--- config.mk ---
export PLATFORM = sky130hd
export DESIGN_NAME = audio_filter_ctrl
export DESIGN_NICKNAME = d
export VERILOG_FILES = /design/src/rtl/audio_filter_pkg.sv /design/src/rtl/audio_ce_gen.sv /design/src/rtl/audio_filter_ctrl.sv
export SDC_FILE = /design/constraint.sdc
export NUM_CORES = 1
export LEC_CHECK = 0
export BUFFER_PORTS_ARGS = -buffer_cell sky130_fd_sc_hd__buf_2
export CORE_MARGIN = 5
export CORE_UTILIZATION = 40
export DETAILED_ROUTE_END_ITERATION = 8
export PLACE_DENSITY = 0.7
export RECOVER_POWER = 25
export REMOVE_ABC_BUFFERS = 1
export SETUP_SLACK_MARGIN = 0.4
export SKIP_CTS_REPAIR_TIMING = 1
export SLEW_MARGIN = 20
export SYNTH_ARGS = -nofsm -noshare
export SYNTH_HDL_FRONTEND = slang
export SYNTH_SLANG_ARGS = --single-unit
--- constraint.sdc ---
create_clock -name clk -period 14 [get_ports clk]
set_clock_uncertainty 0.2 [all_clocks]
set_input_delay 2.8 -clock clk [delete_from_list [all_inputs] [get_ports clk]]
set_output_delay 2.8 -clock clk [all_outputs]
set_load 0.01 [all_outputs]
--- src/rtl/audio_filter_pkg.sv ---
// Shared constants for the audio filter sequencer: cfg register map, power-up coefficients, FSM states.
// No logic; latency and backpressure are defined by the modules that import it.
package audio_filter_pkg;

    localparam logic [2:0] ADDR_FLT_RATE = 3'd0;
    localparam logic [2:0] ADDR_CX_LO    = 3'd1;
    localparam logic [2:0] ADDR_CX_HI    = 3'd2;
    localparam logic [2:0] ADDR_CX_TAPS  = 3'd3;
    localparam logic [2:0] ADDR_CY0      = 3'd4;
    localparam logic [2:0] ADDR_CY1      = 3'd5;
    localparam logic [2:0] ADDR_CY2      = 3'd6;

    typedef struct packed {
        logic [31:0] flt_rate;
        logic [39:0] cx;
        logic [7:0]  cx0;
        logic [7:0]  cx1;
        logic [7:0]  cx2;
        logic [23:0] cy0;
        logic [23:0] cy1;
        logic [23:0] cy2;
    } coef_t;

    localparam coef_t COEF_DEFAULT = '{
        flt_rate: 32'd7056000,
        cx:       40'd4258969,
        cx0:      8'd3,
        cx1:      8'd3,
        cx2:      8'd1,
        cy0:      24'hA123C9,
        cy1:      24'h5DBD9A,
        cy2:      24'hE11EA9
    };

    typedef enum logic [2:0] {
        ST_STARTUP,
        ST_RUN,
        ST_MUTE,
        ST_SWAP,
        ST_SETTLE
    } state_t;

    // Clamp a requested filter rate so that 2*rate stays below the accumulator modulus.
    function automatic logic [31:0] sat_rate(input logic [31:0] req, input logic [31:0] lim);
        return (req > lim) ? lim : req;
    endfunction

endpackage

--- src/rtl/audio_ce_gen.sv ---
// Strobe generator: fixed-divider sample_ce and fractional-rate flt_ce, both registered (1-clk latency).
// No backpressure; acc_clr restarts the fractional phase and suppresses flt_ce for that clk.
module audio_ce_gen #(
    parameter int CLK_RATE   = 16777000,
    parameter int SAMPLE_DIV = 256
) (
    input  logic        clk,
    input  logic        reset,
    input  logic [31:0] flt_rate,
    input  logic        acc_clr,
    output logic        flt_ce,
    output logic        sample_ce
);

    localparam int              DW       = $clog2(SAMPLE_DIV);
    localparam logic [DW-1:0]   DIV_LAST = DW'(SAMPLE_DIV - 1);
    localparam logic [31:0]     MOD      = 32'(CLK_RATE);

    logic [DW-1:0] div_q, div_d;
    logic          sample_ce_q, sample_ce_d;
    logic [31:0]   acc_q, acc_d, acc_sum;
    logic          flt_ce_q, flt_ce_d;

    always_comb begin
        div_d       = div_q + DW'(1);
        sample_ce_d = (div_q == DIV_LAST);

        // flt_rate is pre-clamped so the sum never exceeds 2*MOD and one subtraction suffices.
        acc_sum  = acc_q + (flt_rate << 1);
        acc_d    = acc_sum;
        flt_ce_d = 1'b0;
        if (acc_clr) begin
            acc_d = '0;
        end else if (acc_sum >= MOD) begin
            acc_d    = acc_sum - MOD;
            flt_ce_d = 1'b1;
        end
    end

    always_ff @(posedge clk or posedge reset) begin
        if (reset) begin
            div_q       <= '0;
            sample_ce_q <= 1'b0;
            acc_q       <= '0;
            flt_ce_q    <= 1'b0;
        end else begin
            div_q       <= div_d;
            sample_ce_q <= sample_ce_d;
            acc_q       <= acc_d;
            flt_ce_q    <= flt_ce_d;
        end
    end

    assign flt_ce    = flt_ce_q;
    assign sample_ce = sample_ce_q;

endmodule

--- src/rtl/audio_filter_ctrl.sv ---
// Audio IIR/DC-blocker sequencer: shadow->live coefficient commit via mute/swap/settle, plus power-up gating.
// Outputs registered (1-clk latency); cfg writes always accepted, commits outside RUN dropped with commit_err.
module audio_filter_ctrl
    import audio_filter_pkg::*;
#(
    parameter int CLK_RATE   = 16777000,
    parameter int SAMPLE_DIV = 256,
    parameter int START_FLT  = 3,
    parameter int START_SMP  = 8192,
    parameter int MUTE_SMP   = 64,
    parameter int SETTLE_FLT = 16
) (
    input  logic        clk,
    input  logic        reset,
    input  logic        cfg_we,
    input  logic [2:0]  cfg_addr,
    input  logic [31:0] cfg_wdata,
    input  logic        cfg_commit,
    output logic        cfg_busy,
    output logic        commit_err,
    output logic        flt_ce,
    output logic        sample_ce,
    output logic        iir_en,
    output logic        mute,
    output logic [31:0] flt_rate,
    output logic [39:0] cx,
    output logic [7:0]  cx0,
    output logic [7:0]  cx1,
    output logic [7:0]  cx2,
    output logic [23:0] cy0,
    output logic [23:0] cy1,
    output logic [23:0] cy2
);

    localparam logic [31:0] RATE_MAX     = 32'((CLK_RATE - 1) / 2);
    localparam logic [15:0] START_FLT_16 = 16'(START_FLT);
    localparam logic [15:0] START_SMP_16 = 16'(START_SMP);
    localparam logic [15:0] MUTE_SMP_16  = 16'(MUTE_SMP);
    localparam logic [15:0] SETTLE_16    = 16'(SETTLE_FLT);

    coef_t       shadow_q, shadow_d;
    coef_t       live_q, live_d;
    state_t      state_q, state_d;
    logic [15:0] flt_cnt_q, flt_cnt_d, flt_inc;
    logic [15:0] smp_cnt_q, smp_cnt_d, smp_inc;
    logic        mute_q, mute_d;
    logic        iir_en_q, iir_en_d;
    logic        commit_err_q, commit_err_d;
    logic        acc_clr;

    audio_ce_gen #(
        .CLK_RATE   (CLK_RATE),
        .SAMPLE_DIV (SAMPLE_DIV)
    ) u_ce_gen (
        .clk       (clk),
        .reset     (reset),
        .flt_rate  (live_q.flt_rate),
        .acc_clr   (acc_clr),
        .flt_ce    (flt_ce),
        .sample_ce (sample_ce)
    );

    always_comb begin
        shadow_d = shadow_q;
        if (cfg_we) begin
            case (cfg_addr)
                ADDR_FLT_RATE: shadow_d.flt_rate   = sat_rate(cfg_wdata, RATE_MAX);
                ADDR_CX_LO:    shadow_d.cx[31:0]   = cfg_wdata;
                ADDR_CX_HI:    shadow_d.cx[39:32]  = cfg_wdata[7:0];
                ADDR_CX_TAPS: begin
                    shadow_d.cx0 = cfg_wdata[7:0];
                    shadow_d.cx1 = cfg_wdata[15:8];
                    shadow_d.cx2 = cfg_wdata[23:16];
                end
                ADDR_CY0:      shadow_d.cy0 = cfg_wdata[23:0];
                ADDR_CY1:      shadow_d.cy1 = cfg_wdata[23:0];
                ADDR_CY2:      shadow_d.cy2 = cfg_wdata[23:0];
                default: ;
            endcase
        end
    end

    always_comb begin
        state_d      = state_q;
        flt_cnt_d    = flt_cnt_q;
        smp_cnt_d    = smp_cnt_q;
        mute_d       = mute_q;
        iir_en_d     = iir_en_q;
        live_d       = live_q;
        acc_clr      = 1'b0;
        commit_err_d = cfg_commit && (state_q != ST_RUN);
        flt_inc      = flt_cnt_q + {15'd0, flt_ce};
        smp_inc      = smp_cnt_q + {15'd0, sample_ce};

        case (state_q)
            ST_STARTUP: begin
                // Both gates count independently; each saturates once its target is met.
                if (flt_cnt_q < START_FLT_16) flt_cnt_d = flt_inc;
                if (smp_cnt_q < START_SMP_16) smp_cnt_d = smp_inc;
                iir_en_d = (flt_cnt_d >= START_FLT_16);
                mute_d   = (smp_cnt_d < START_SMP_16);
                if (iir_en_d && !mute_d) begin
                    state_d   = ST_RUN;
                    flt_cnt_d = '0;
                    smp_cnt_d = '0;
                end
            end
            ST_RUN: begin
                if (cfg_commit) begin
                    state_d   = ST_MUTE;
                    mute_d    = 1'b1;
                    flt_cnt_d = '0;
                    smp_cnt_d = '0;
                end
            end
            ST_MUTE: begin
                smp_cnt_d = smp_inc;
                if (smp_cnt_d == MUTE_SMP_16) begin
                    state_d   = ST_SWAP;
                    iir_en_d  = 1'b0;
                    smp_cnt_d = '0;
                end
            end
            ST_SWAP: begin
                // Every live field and the rate phase change on this single edge.
                live_d    = shadow_q;
                acc_clr   = 1'b1;
                iir_en_d  = 1'b1;
                flt_cnt_d = '0;
                state_d   = ST_SETTLE;
            end
            ST_SETTLE: begin
                flt_cnt_d = flt_inc;
                if (flt_cnt_d == SETTLE_16) begin
                    state_d   = ST_RUN;
                    mute_d    = 1'b0;
                    flt_cnt_d = '0;
                end
            end
            default: state_d = ST_STARTUP;
        endcase
    end

    always_ff @(posedge clk or posedge reset) begin
        if (reset) begin
            state_q      <= ST_STARTUP;
            shadow_q     <= COEF_DEFAULT;
            live_q       <= COEF_DEFAULT;
            flt_cnt_q    <= '0;
            smp_cnt_q    <= '0;
            mute_q       <= 1'b1;
            iir_en_q     <= 1'b0;
            commit_err_q <= 1'b0;
        end else begin
            state_q      <= state_d;
            shadow_q     <= shadow_d;
            live_q       <= live_d;
            flt_cnt_q    <= flt_cnt_d;
            smp_cnt_q    <= smp_cnt_d;
            mute_q       <= mute_d;
            iir_en_q     <= iir_en_d;
            commit_err_q <= commit_err_d;
        end
    end

    assign cfg_busy   = (state_q != ST_RUN);
    assign commit_err = commit_err_q;
    assign mute       = mute_q;
    assign iir_en     = iir_en_q;
    assign flt_rate   = live_q.flt_rate;
    assign cx         = live_q.cx;
    assign cx0        = live_q.cx0;
    assign cx1        = live_q.cx1;
    assign cx2        = live_q.cx2;
    assign cy0        = live_q.cy0;
    assign cy1        = live_q.cy1;
    assign cy2        = live_q.cy2;

endmodule

==> results of run 1 <==
[placed cells by master, fill, tap and decap left out, drive strengths merged, types with 5 or more instances in the layout]
cell type,instances
and2,7
nand2,604
inv,27
a22o,7
nand4,26
buf,222
a31oi,24
mux2,125
o21ai,76
and3,14
ha,36
or4,10
nand2b,11
a211oi,9
a21boi,5
a21o,12
o31ai,11
and4,7
o211ai,9
a21oi,72
or3,8
nor3b,5
o41ai,5
a31o,7
nor2b,18
dfrtp,288
dfstp,127
o21a,7
or2,6
o22a,20
nor4,13
xor2,21
nor2,64
clkbuf,76
xnor2,23
clkinv,8
mux2i,7
nand3,28
nor3,32
[state kept, by name (all words and copies together), names as in the netlist]
| register | cells |
|---|---|
| iir_en | 1 |
| flt_cnt_q | 16 |
| u_ce_gen.div_q | 8 |
| cy0 | 24 |
| u_ce_gen.flt_ce | 1 |
| cy2 | 24 |
| u_ce_gen.sample_ce | 1 |
| shadow_q | 168 |
| cx1 | 8 |
| state_q | 3 |
| mute | 1 |
| cx0 | 8 |
| u_ce_gen.acc_q | 31 |
| cy1 | 24 |
| flt_rate | 32 |
| commit_err | 1 |
| cx2 | 8 |
| cx | 40 |
| smp_cnt_q | 16 |
[power groups by stage]
stage / Clock (mW) / Sequential (mW) / Combinational, mW
global placement: 0 / 1.94 / 2.33
detailed placement: 0 / 1.95 / 2.39
CTS: 1.21 / 1.94 / 2.41
floorplan: 0 / 2.00 / 1.56
global route: 1.26 / 1.99 / 2.69
finish: 1.18 / 1.94 / 2.43
[worst max-delay path by stage]
stage | from | end | slack [ps] | depth (start not counted)
after floorplan | reset | commit_err | -340 | 1
after global placement | reset | cx[27] | 8430 | 4
after detailed placement | reset | cx[29] | 8300 | 4
after CTS | reset | cx[27] | 8960 | 4
after global routing | reset | shadow_q[121] | 5330 | 4
final | state_q[0] | flt_rate[3] | 6380 | 5
[worst reg2reg max path, cell delays in order (launching register included)]
cell	delay (ps)
dfrtp_1	530
nor2b_1	220
nand2_1	740
clkbuf_1	2640
clkbuf_1	2760
o21ai_0	270
[metal layers]
metal,share of wire [%],track usage (%),vias to the layer above
met2,45,30.2,454
met4,2.6,5.96,2
met5,0.023,0,-
li1,-,-,7002
met1,45,27.0,7399
met3,7.5,4.05,71
[through the flow]
stage	hold WS (ps)	util [%]	worst slack (ps)	power, mW	cell area (µm²)
CTS	245	46.8	8960	5.56	22300
floorplan	231	-	-340	3.56	18800
global route	261	46.7	5330	5.94	22300
detailed placement	240	43.7	8300	4.34	20800
global placement	237	43.7	8430	4.27	20800
finish	244	46.7	6380	5.55	22300
[kinds of logic after synthesis]
logic type | Yosys count | share of synthesized area (%)
AO/OA/AOI/OAI | 306 | 10.6
XOR/XNOR | 44 | 2.00
buffers and inverters | 131 | 2.69
adder cells (fa/ha/maj) | 37 | 2.45
multiplexers | 132 | 7.68
AND/OR/NAND/NOR | 866 | 19.7
flip-flops | 415 | 54.8
[layout make-up]
cell class,count,area share (%)
Multi-Input combinational cell,1385,36.8
Timing Repair Buffer,231,5.29
Inverter,27,0.461
Clock inverter,15,0.893
Tap cell,615,3.46
Sequential cell,415,47.3
Clock buffer,67,5.78
==> flow_summary.toml, run 1 <==
[power]
p_int_mw = 3.31
p_clk_share_pct = 21.3
p_switching_mw = 2.24
power_frac_comb_pct = 43.7
power.density_mw_per_mm2 = 249
p_seq_share_pct = 35.0
power.leakage_nw = 10.5
switching_share_pct = 40.3
ir_drop_v = 0.000114

[outcome]
violations = "max-capacitance violations, max-slew violations"
outcome = "complete, but fails checks"

[global_route]
track_usage_pct = 19.2
antenna_found_initial = 1
grt_max_degree = 140
grt_pass1_vias = 14900
grt_overflow = 0
grt_first_pass_wirelength_mm = 82.7

[synthesis]
synth-async-reset-ratio_pct = 100
ys_seq_area_share_pct = 54.8
ys_types = 81
yosys_warnings = 0
synth_commonest_cells = "604 x nand2_1, 288 x dfrtp_1, 127 x dfstp_2, 125 x mux2_2, 88 x clkbuf_1"
yosys.area.top_type = "dfrtp_1"
yosysTopAreaCellShare_pct = 37.5
yosys-top-cells-area = "dfrtp_1 37%, dfstp_2 17%, nand2_1 12%"
synth_edf_count = 0
synthesis.instances = 1931
syn_avg_cell_area_um2 = 9.96
synth_most_common_cell = "nand2_1"
synth_area_mm2 = 0.0192
ys_ff_latch = 415
ys.flop_type = "dfrtp_1"

[place]
dp_hpwl_mm = 35.1
routabilityCongestion = 0.870
dp.cells = 2673
port_buffers = 212

[worst_setup_path]
slowest_stage = "clkbuf_1"
cp_max_fo = 80
critPathTopFamily = "buffers and inverters"
rrSetupSlack_ps = 6380
worstSetupEndpointType = "register"
required_ps = 14100
startpoint_type = "register"
critPathMaxStageDelay_ps = 2690
crit_type = "register to register"
r2r_cells = 5
r2r-end = "flt_rate[3]"
path_common_cell = "clkbuf_1"
cp.buffers_inverters = 2
cp.arrival_ps = 7720
path_cells = "nor2b_1, nand2_1, clkbuf_1, clkbuf_1, o21ai_0"
r2r_start = "state_q[0]"

[finish]
multiInputGateArea_mm2 = 0.00819
regArea_mm2 = 0.0105
area_delta_synth_final_pct = 15.8
instances_no_fill = 2755
layout-drive-gt1-share_pct = 26.8
fin_nets = 2180
diodes = 0
fillers = 4455

[sta]
finalCritPeriodShare_pct = 54.4
fmax_ghz = 0.131
rsz0062_at_grt = "no"
finalSetupViolCount = 0
tightest_slew_ps = 6100
min_period_ps = 7620
finalHoldViolations = 0
maxSlewHeadroom_pct = -309
maxSlewViolCount = 558
setup_tns_ps = 0

[clock_network]
cts_made_buffers = 44
root_buffer = "clkbuf_16"
tritoncts = "built"
clk_latency_ps = 580
clock_path_buffers = 3
clock_sinks = 415
htreeDepth = 2
clkSlewWorstSetupHoldPaths_ps = 60

[route]
wl_mm = 51.2
postRouteAntennaNets = 0
drc_errors = 0
viasPerCell = 5.42
vias = 14900
drt_first_pass_iters = 5
dr.first_iter.drc_count = 1182
wl_per_cell_um = 18.6

[worst_hold_path]
worst_hold_path.num_cells = 2
hold_class = "register to register"
whs_endpoint = "cy0[0]"
holdCritStartpoint = "shadow_q[48]"

[floorplan]
die_h_um = 229
rows = 80
ios = 213
start_util_pct = 40.4
die-area_mm2 = 0.0526
die_w_um = 229
core_mm2 = 0.0476

[run]
cap_viol_max_count = 8
Note: power is estimated with default switching activity, not from simulation.
==> run 2, diff against run 1 <==
ABC_AREA = 1   (was default)
clock period = 6.2 ns   (was 14 ns; I/O delays follow)
==> run 2 against run 1 <==
- the flow still finishes with violations (max-capacitance violations, max-slew violations)
- combinational power grew to 2.6 times the previous value
- highest routed layer is now met4
- synthesized cell count grew 31%
- non-clock buffer count fell by 10
- sequential share of layout area is 1.8 points lower
- clock power is 140% higher
- via count rose by 14%
- critical path depth fell by 2
- total power is 140% higher
- register-to-register slack worse by 4400 ps
- largest power group unchanged
==> flow_summary.toml, run 2 <==
[outcome]
outcome = "complete, but fails checks"
violations = "max-capacitance violations, max-slew violations"

[route]
vias = 17000
wl_per_cell_um = 15.9
postRouteAntennaNets = 0
dr.first_iter.drc_count = 1238
drt_first_pass_iters = 6
wl_mm = 54.3
drc_errors = 0
viasPerCell = 4.96

[global_route]
grt_first_pass_wirelength_mm = 88.4
track_usage_pct = 19.9
antenna_found_initial = 0
grt_overflow = 0
grt_pass1_vias = 16700
grt_max_degree = 154

[synthesis]
yosys_warnings = 0
yosysTopAreaCellShare_pct = 36.2
ys_seq_area_share_pct = 52.9
syn_avg_cell_area_um2 = 7.85
synth_edf_count = 0
synth-async-reset-ratio_pct = 100
ys_types = 41
ys_ff_latch = 415
synth_most_common_cell = "nand2_1"
ys.flop_type = "dfrtp_1"
synthesis.instances = 2537
synth_area_mm2 = 0.0199
yosys-top-cells-area = "dfrtp_1 36%, nand2_1 19%, dfstp_2 17%"
synth_commonest_cells = "998 x nand2_1, 288 x dfrtp_1, 261 x inv_1, 200 x o21ai_0, 173 x nor2_1"
yosys.area.top_type = "dfrtp_1"

[place]
pre_cts_slack_ps = 2100
routabilityCongestion = 0.946
port_buffers = 212
dp_hpwl_mm = 37.9

[finish]
diodes = 0
layout-drive-gt1-share_pct = 17.5
multiInputGateArea_mm2 = 0.00799
fin_nets = 2795
final_common_cell = "nand2_1"
fillers = 4777
regArea_mm2 = 0.0105
regMostFlops = "shadow_q"
final_cell_mix = "997 x nand2_1, 288 x dfrtp_1, 259 x inv_1"
area_delta_synth_final_pct = 16.3
largest_reg_flops = 168

[sta]
finalCritPeriodShare_pct = 70.8
rsz0062_at_grt = "no"
finalHoldViolations = 0
finalSetupViolCount = 0
tightest_slew_ps = 2910
min_period_ps = 4390
setup_slack_ps = 1810
maxSlewViolCount = 317
fmax_ghz = 0.228
maxSlewHeadroom_pct = -93.8

[power]
ir_drop_v = 0.000258
totalPowerFinal_mw = 13.4
power.density_mw_per_mm2 = 577
power.leakage_nw = 12.2

[worst_setup_path]
path_cells = "clkbuf_1, clkinvlp_4, clkbuf_2"
cp_max_fo = 134
startpoint_type = "primary input"
r2r_start = "flt_rate[0]"
required_ps = 6430
slowest_stage = "clkinvlp_4"
critPathMaxStageDelay_ps = 1810
cp.arrival_ps = 4620
r2r_cells = 19
worstSetupEndpointType = "asynchronous set/reset pin"
crit_type = "primary input to asynchronous set/reset pin"
startpoint = "reset"

[floorplan]
rows = 81
die_h_um = 233
start_util_pct = 40.5
die-area_mm2 = 0.0544
ios = 213
die_w_um = 233
core_mm2 = 0.0492

[worst_hold_path]
worst_hold_path.num_cells = 1
hold_class = "register to register"
holdCritStartpoint = "u_ce_gen.div_q[0]"

[clock_network]
cts_made_buffers = 47
clock_path_buffers = 3
tritoncts = "built"
clock_sinks = 415
clk_latency_ps = 580
clkSlewWorstSetupHoldPaths_ps = 60
htreeDepth = 2
root_buffer = "clkbuf_16"

[run]
cap_viol_max_count = 5
==> run 2: layout make-up <==
class | count | share of cell area (%)
clock buffer | 68 | 6.03
tap | 664 | 3.59
clock inverter | 20 | 0.950
sequential | 415 | 45.5
timing repair buffer | 221 | 4.92
inverter | 275 | 4.50
multi-input combinational | 1759 | 34.5
==> run 2: cell families after synthesis <==
kind of cell	Yosys count	share of synthesized area [%]
and+or+nand+nor	1400	28.7
adders and majority gates	37	2.36
AOI/OAI and AO/OA	292	7.63
muxes	1	0.0565
buffers and inverters	363	7.06
DFF	415	52.9
xor gates and xnor gates	29	1.27
==> run 2: worst paths after layout <==
kind | to | slack [ps]
setup / recovery | u_ce_gen.acc_q[22] | 1810
hold / removal | u_ce_gen.div_q[0] | 250
setup reg to reg | u_ce_gen.acc_q[18] | 2020
hold reg to reg | u_ce_gen.div_q[0] | 250
max in group clk | u_ce_gen.acc_q[18] | 2020
min in group asynchronous | cx0[2] | 1410
==> run 2: critical path, delay by kind of cell <==
kind | cells | cell delay (ps)
buffers and inverters | 3 | 3210
==> run 2: through the flow <==
| step | instances | util [%] | TNS [ps] | instance area [µm²] | hold slack [ps] |
|---|---|---|---|---|---|
| floorplan | 2449 | - | -3380730 | 19500 | 221 |
| global placement | 3334 | 43.9 | 0 | 21600 | 234 |
| detailed placement | 3334 | 43.9 | 0 | 21600 | 252 |
| CTS | 3422 | 47.2 | 0 | 23200 | 262 |
| global route | 3422 | 47.1 | 0 | 23200 | 279 |
| finish | 3422 | 47.1 | 0 | 23200 | 254 |
==> run 2: metal layers <==
metal  GRT usage (%)  part of all wire (%)  up-vias
met2            32.5                    46      479
met3            3.78                   6.5       73
met5               0                     0        -
met1            27.4                    45     8120
li1                -                     -     8304
met4            5.04                   2.0        0
==> run 2: power by group <==
| group | switching, mW | internal, mW | leakage, nW |
|---|---|---|---|
| registers | 0.543 | 3.74 | 4.93 |
| logic | 4.21 | 2.00 | 6.47 |
| clock network | 1.16 | 1.71 | 0.786 |
==> run 3, diff against run 2 <==
clock period = 3.8 ns   (was 6.2 ns; I/O delays follow)
==> run 3 against run 2 <==
- the flow still finishes with violations (max-capacitance violations, max-slew violations)
- critical path type is now register to register
- count of clock-buffer cells in the layout rose by 4
- global-route usage rose by 0.19 points
- hold slack got worse by 45 ps
- largest cell class unchanged
- die area did not move
- design area rose by 1.6%
- combinational power rose by 69%
- routed wire length rose by 1.8%
- core utilization rose by 0.74 points
- total power rose by 66%
- first-iteration DRC count rose by 3.8%
==> flow_summary.toml, run 3 (synthesized netlist as in run 2, its figures left out) <==
[worst_setup_path]
worstSetupEndpointType = "register"
cp.arrival_ps = 3520
crit_type = "register to register"
cp_max_fo = 12
rrSetupSlack_ps = 560
required_ps = 4080
r2r_cells = 17
startpoint_type = "register"
r2r_start = "flt_rate[15]"
r2r-end = "u_ce_gen.acc_q[8]"

[finish]
largest_reg_flops = 168
final_cell_mix = "987 x nand2_1, 288 x dfrtp_1, 258 x inv_1"
fin_nets = 2811
final_common_cell = "nand2_1"
instances_no_fill = 3438
area_delta_synth_final_pct = 18.1
diodes = 0
layout-drive-gt1-share_pct = 19.3
regMostFlops = "shadow_q"
fillers = 4770
stdcell_area_mm2 = 0.0235

[global_route]
grt_pass1_vias = 16700
grt_overflow = 0
grt_max_degree = 160
track_usage_pct = 20.1
grt_first_pass_wirelength_mm = 88.5
antenna_found_initial = 0

[sta]
finalSetupViolCount = 0
maxSlewViolCount = 83
tightest_slew_ps = 1930
finalHoldViolations = 0
fmax_ghz = 0.309
min_period_ps = 3240
maxSlewHeadroom_pct = -28.9
rsz0062_at_grt = "no"
setup_slack_ps = 560
finalCritPeriodShare_pct = 85.3

[clock_network]
clkSlewWorstSetupHoldPaths_ps = 60
clock_path_buffers = 3
htreeDepth = 2
cts_made_buffers = 47
clock_sinks = 415
clk_latency_ps = 580
tritoncts = "built"
root_buffer = "clkbuf_16"

[worst_hold_path]
worst_hold_path.num_cells = 3
whs_endpoint = "commit_err"
holdCritStartpoint = "cfg_commit"
hold_class = "primary input to register"

[floorplan]
die_h_um = 233
rows = 81
die-area_mm2 = 0.0544
die_w_um = 233
start_util_pct = 40.5
ios = 213
core_mm2 = 0.0492

[run]
cap_viol_max_count = 1

[route]
postRouteAntennaNets = 0
wl_per_cell_um = 16.1
drc_errors = 0
wl_mm = 55.3
dr.first_iter.drc_count = 1285
drt_first_pass_iters = 5
viasPerCell = 5.00
vias = 17200

[power]
power.density_mw_per_mm2 = 943
ir_drop_v = 0.000395
totalPowerFinal_mw = 22.2
power.leakage_nw = 12.3

[outcome]
outcome = "complete, but fails checks"
violations = "max-capacitance violations, max-slew violations"

[place]
dpl_cell_area_mm2 = 0.0217
dp.cells = 3348
routabilityCongestion = 0.985
port_buffers = 212
dp_hpwl_mm = 39.1
pre_cts_slack_ps = 309
## run 3: cell types whose count changed in the layout (fill, tap and decap cells not counted), moves of 4 or more
cell     previous run  this run
buf_4               4        13
nand2_2             9        19
buf_12              2         6
ha_1               36        32
a21oi_2             4        10
nor2_1            170       159
nor2_2             14        24
nand2_1           997       987
a21oi_1            66        59
nand3_1           132       128
## run 3: cell type report
cell class,count,area [µm²],area share (%)
inverters,275,1040,4.42
flip-flops and latches,415,10500,44.8
well taps,664,831,3.53
clock buffers,72,1420,6.05
multi-input cells,1759,8150,34.6
clock inverters,16,210,0.893
repair buffers,237,1340,5.67
## run 3: critical path, cell delays in order (launching register included)
cell and delay [ps]:
dfstp_2 560, ha_1 310, nand2_1 100, nand2_1 130, inv_1 90, nand2_1 150
a21oi_2 210, nor2_1 80, nor2_2 130, nand3_1 100, nand2_1 130, nand2_1 110
nor2_2 170, nand3_4 160, buf_8 190, nand3_1 70, nand2_1 60, nor2_2 170
## run 3: power breakdown
| group | total [mW] | internal (mW) | switching [mW] |
|---|---|---|---|
| Clock | 4.72 | 2.86 | 1.86 |
| Combinational | 10.5 | 3.43 | 7.02 |
| Sequential | 7.03 | 6.11 | 0.921 |
## run 3: worst max-delay path by stage
stage,from,cells after the start,slack (ps),to
global route,flt_rate[16],17,390,u_ce_gen.acc_q[8]
finish,flt_rate[15],17,560,u_ce_gen.acc_q[8]
CTS,flt_rate[0],20,310,u_ce_gen.acc_q[17]
global placement,flt_rate[20],18,310,u_ce_gen.acc_q[28]
floorplan,reset,1,-8500,commit_err
detailed placement,flt_rate[0],20,310,u_ce_gen.acc_q[17]
## run 3: per-stage QoR
step / TNS [ps] / hold slack (ps) / utilization (%)
2_1_floorplan: -4656710 / 221 / -
3_3_place_gp: 0 / 237 / 44.2
3_5_place_dp: 0 / 250 / 44.2
4_1_cts: 0 / 97.1 / 47.5
5_1_grt: 0 / 201 / 47.9
6_report: 0 / 210 / 47.9
## run 3: routing by layer
metal,vias to the layer above,GRT usage [%],wire length (µm)
met5,-,0,0
met4,0,7.03,1800
met3,115,3.85,3740
met2,541,31.3,24700
met1,8170,28.1,25100
li1,8347,-,-
